## src/rtl/reg_file_mp.sv

```systemverilog
// Multi-port register file: two combinational read ports, one byte-enabled write port,
// optional write bypass and hard-wired zero entry, plus a sequential clear sweep.
module reg_file_mp #(
    parameter int DW        = 32,
    parameter int AW        = 6,
    parameter int BYPASS    = 1,
    parameter int ZERO_REG0 = 0
) (
    input  logic            clk,
    input  logic            rst,
    input  logic            clr,
    output logic            busy,
    input  logic [AW-1:0]   rAddr1,
    output logic [DW-1:0]   rDout1,
    input  logic [AW-1:0]   rAddr2,
    output logic [DW-1:0]   rDout2,
    input  logic [AW-1:0]   wAddr,
    input  logic [DW-1:0]   wDin,
    input  logic [DW/8-1:0] wBe,
    input  logic            wEna,
    output logic            wDrop,
    output logic            o_dbg_state
);
    localparam int DEPTH = 2 ** AW;
    localparam int NB    = DW / 8;

    typedef enum logic {
        S_IDLE  = 1'b0,
        S_CLEAR = 1'b1
    } state_t;

    state_t          r_state;
    state_t          w_state_nxt;
    logic [AW-1:0]   r_ptr;
    logic [AW-1:0]   w_ptr_nxt;
    logic            w_sweep_we;
    logic            w_wr_ok;
    logic            w_zero_addr;
    logic            w_drop_nxt;
    logic            r_drop;
    logic [DW-1:0]   r_mem [DEPTH];

    always_ff @(posedge clk) begin
        if (rst) begin
            r_state <= S_CLEAR;
            r_ptr   <= '0;
            r_drop  <= 1'b0;
        end else begin
            r_state <= w_state_nxt;
            r_ptr   <= w_ptr_nxt;
            r_drop  <= w_drop_nxt;
        end
    end

    always_comb begin
        w_state_nxt = r_state;
        w_ptr_nxt   = r_ptr;
        w_sweep_we  = 1'b0;
        case (r_state)
            S_IDLE: begin
                if (clr) begin
                    w_state_nxt = S_CLEAR;
                    w_ptr_nxt   = '0;
                end
            end
            S_CLEAR: begin
                w_sweep_we = 1'b1;
                if (r_ptr == {AW{1'b1}}) begin
                    w_state_nxt = S_IDLE;
                    w_ptr_nxt   = '0;
                end else begin
                    w_ptr_nxt = r_ptr + 1'b1;
                end
            end
            default: begin
                w_state_nxt = S_CLEAR;
                w_ptr_nxt   = '0;
            end
        endcase
    end

    assign busy        = (r_state == S_CLEAR);
    assign o_dbg_state = r_state;
    assign wDrop       = r_drop;

    // Writes to a hard-wired zero entry vanish silently, never reported as drops.
    assign w_zero_addr = (ZERO_REG0 != 0) && (wAddr == '0);
    assign w_wr_ok     = !busy && wEna && !w_zero_addr;
    assign w_drop_nxt  = busy && wEna && (wBe != '0) && !w_zero_addr;

    // No reset on the array so it can map onto distributed RAM; the sweep clears it.
    always_ff @(posedge clk) begin
        if (w_sweep_we && !rst) begin
            r_mem[r_ptr] <= '0;
        end else if (w_wr_ok) begin
            for (int k = 0; k < NB; k++) begin
                if (wBe[k]) r_mem[wAddr][8*k +: 8] <= wDin[8*k +: 8];
            end
        end
    end

    function automatic logic [DW-1:0] read_port(
        input logic [AW-1:0]   a,
        input logic [DW-1:0]   m,
        input logic            bsy,
        input logic            we,
        input logic [AW-1:0]   wa,
        input logic [DW-1:0]   wd,
        input logic [DW/8-1:0] be
    );
        logic [DW-1:0] v;
        v = m;
        if (bsy) begin
            v = '0;
        end else if ((ZERO_REG0 != 0) && (a == '0)) begin
            v = '0;
        end else if ((BYPASS != 0) && we && (a == wa)) begin
            for (int k = 0; k < NB; k++) begin
                if (be[k]) v[8*k +: 8] = wd[8*k +: 8];
            end
        end
        return v;
    endfunction

    always_comb begin
        rDout1 = read_port(rAddr1, r_mem[rAddr1], busy, wEna, wAddr, wDin, wBe);
        rDout2 = read_port(rAddr2, r_mem[rAddr2], busy, wEna, wAddr, wDin, wBe);
    end

endmodule

```

## config.mk

```make
export PLATFORM = sky130hd
export DESIGN_NAME = reg_file_mp
export DESIGN_NICKNAME = d
export VERILOG_FILES = /design/src/rtl/reg_file_mp.sv
export SDC_FILE = /design/constraint.sdc
export NUM_CORES = 2
export LEC_CHECK = 0
export CAP_MARGIN = 10
export CORE_ASPECT_RATIO = 1.2
export CORE_MARGIN = 2
export CORE_UTILIZATION = 30
export CTS_CLUSTER_SIZE = 24
export DETAILED_ROUTE_END_ITERATION = 12
export HOLD_SLACK_MARGIN = 0.15
export PLACE_DENSITY = 0.52
export SETUP_SLACK_MARGIN = 0.2
export SLEW_MARGIN = 10
export SYNTH_ARGS = -nofsm -noshare
export SYNTH_HDL_FRONTEND = slang
export SYNTH_SLANG_ARGS = --single-unit
```

## constraint.sdc

```tcl
create_clock -name clk -period 8.5 [get_ports clk]
set_input_delay 0.85 -clock clk [delete_from_list [all_inputs] [get_ports clk]]
set_output_delay 0.85 -clock clk [all_outputs]
set_load 0.03 [all_outputs]
```

==> reports/results.txt <==
Nets = 5,424
Final Slew Violations = 1
Non-Filler Instances = 9,801
Post-Synth Adder-Cell Area = 0.01276%
PortBufs = 124
Seq/Total Area, Yosys = 62.88%
unrepaired setup endpoints after global routing = no
Hold Crit Class = register to register
Fillers = 30,480
GRT Overall Usage = 22.71%
Area contributors post-synth = edfxtp_1 63%, mux4_2 23%, mux2i_1 3.5%, nor2_1 1.5%, nand2_1 0.84%
Post-Syn Area per Cell = 18.61 sq um
setup TNS = 0 ps
post-synthesis register bit count = 2,056
Final setup violation count = 0
Crit Path Max Fanout = 42
synth warn = 0
gr ovfl total = 0
CTS sink cnt = 2,056
routed vias = 59,760
GP Congestion = 0.9383
Setup WS post-layout = 1729 ps
first-pass GRT wire length = 519.7 mm
failing checks = capacitance limit, slew limit
EDFF count, synth = 2,048
Worst EP arrival = 5920 ps
Slew HR = -1.880%
drt total wl = 386.8 mm
total CTS buffers = 207
Hold Violations, Final = 0
DRC Markers = 0
max-cap viol count = 1
Worst-Margin Slew = 1486 ps
cell with the most instances after synthesis = edfxtp_1
root buf cell = clkbuf_16
Antenna Violating Nets Remaining = 0
VDD IR-drop max = 0.0001446 V
First-pass DRT Iterations = 8
clk_skew = 66.27 ps
# hold bufs at CTS = 0
pin count of the biggest net entering global routing = 93
detailed placement HPWL = 258.9 mm
Leak = 33.00 nW
vias in the first global route = 59,300
Pwr per Cell Area = 198.3 nW/um^2
CP required = 7650 ps
worst slack, placed = 1844 ps
IO Count = 125
clk_lat worst skew = 910 ps
critical path class = primary input to output pin
Tcrit/Tclk final = 79.66%
Top FF cell, synth = edfxtp_1
FP Rows = 229
largest area contributor in the netlist = edfxtp_1
largest family of logic cells by synthesized area = multiplexers
Post-Syn Area = 98,060 sq um
Final min period = 6771 ps
Post-Synth Simple-Gate Area = 4.012%
Compound-Gate Fraction of Synth Area = 3.811%
layout cells sized above 1 = 28.77%
core outline area = 324,600 sq um
Distinct cells, synth = 77
syn_nets = 5,328
Die X = 525.9 microns
number of vias per cell = 6.097
Clock Tree Buf Depth = 4
DIE AREA = 331,500 sq um
Gate Count Post-Synth = 5,269
FFs w/ async S/R, synth = 0%
initial core utilization = 30.21%
CP Launch Type = primary input
mux cell area share after synthesis = 26.71%
wire per inst = 39.47 microns
Clock Pin Slew Worst Setup and Hold Paths = 70 ps
Die Y = 630.3 microns
initial antenna violation count = 35
xor/xnor share of the synthesized area = 0.1072%
DRT iter0 DRCs = 8,728
fmax = 147.7 MHz
P&R area growth vs syn = 12.83%
CTS tree = built
Yosys top cell area share = 62.71%
Setup Fix Bufs, Post-CTS = 0
H-tree depth = 4
top cells by count, synth = 2,048 x edfxtp_1, 999 x mux4_2, 403 x nor2_1
post-CTS resize count = 0
status = finished with violations
DP Cell Count = 9,428
CP Capture Type = output pin
[logic make-up (layout without fill, tap and decap cells)]
family | Yosys count | count (layout)
flops | 2056 | 2056
other cells | 0 | 11
fa+ha+maj | 1 | 1
simple gates | 892 | 892
mux | 1365 | 1365
xor+xnor | 12 | 12
buf+inv | 432 | 680
compound gates | 511 | 511
[critical path: stages]
cell and delay, ps:
buf_6 190, inv_6 680, buf_4 750, mux2i_1 1260, o22ai_1 530, nor4_1 380
a31oi_1 80, a41o_1 360, clkdlybuf4s50_1 640
[path summary, 6_finish.rpt]
check                        startpoint                endpoint  slack, ps  cells past startpoint
setup / recovery              rAddr2[3]              rDout2[21]       1730                      9
hold / removal    r_ptr[4]$_SDFFE_PP0P_   r_ptr[4]$_SDFFE_PP0P_        620                      2
setup reg to reg        busy$_SDFF_PP1_  r_mem[20][6]$_DFFE_PP_       3210                      7
hold reg to reg   r_ptr[4]$_SDFFE_PP0P_   r_ptr[4]$_SDFFE_PP0P_        620                      2
[flip-flops by register name, summed over array words and instances, names as in the netlist]
signal  cells
busy        1
r_ptr       6
wDrop       1
r_mem    2048
[placed cells by master (no fill, tap or decap), drive strengths merged, types with 14 or more instances in the layout]
cell / count
nor3: 28
nand4: 24
o22ai: 55
a31oi: 37
and2: 41
nor2b: 28
o32ai: 14
nor2: 404
a22oi: 103
a22o: 25
a211oi: 42
clkinv: 83
inv: 18
a21oi: 50
clkbuf: 248
bufinv: 18
mux2i: 341
edfxtp: 2048
clkdlybuf4s50: 112
mux2: 25
nand2b: 14
nand3: 79
o21ai: 46
o221ai: 14
mux4: 999
nand2: 220
buf: 192
[final cells by class]
cell class / count / area (sq um) / share of cell area, %
multi-input combinational: 2781 / 34200 / 30.91
clock buffer: 248 / 5419 / 4.898
timing repair buffer: 304 / 2873 / 2.596
sequential: 2056 / 61660 / 55.73
clock inverter: 113 / 1051 / 0.9499
inverter: 15 / 68.82 / 0.06220
antenna: 11 / 27.53 / 0.02488
tap: 4273 / 5346 / 4.832
[per-stage QoR]
stage / power (mW) / hold WS (ps) / util [%] / cell area (sq um)
floorplan: 12.26 / 543.8 / - / 98060
global placement: 12.98 / 609.4 / 32.06 / 104100
detailed placement: 12.97 / 601.4 / 32.07 / 104100
CTS: 21.99 / 613.6 / 34.07 / 110600
global route: 22.37 / 661.1 / 34.08 / 110600
finish: 21.94 / 616.1 / 34.08 / 110600
[routing by layer]
metal | vias to the layer above | share of wire, % | GRT usage [%]
met5 | - | 0.018 | 0
met4 | 10 | 7.5 | 14.14
met3 | 969 | 8.8 | 4.167
met2 | 3832 | 47 | 36.80
met1 | 32320 | 36 | 28.11
li1 | 22620 | - | -
[power by group]
part | total, mW | switching (mW) | internal [mW] | leakage [nW]
clock network | 9.16 | 4.09 | 5.07 | 3.16
registers | 11.0 | 0.0162 | 11.0 | 17.9
logic | 1.76 | 1.13 | 0.630 | 12.0
Note: power is estimated with default switching activity, not from simulation.
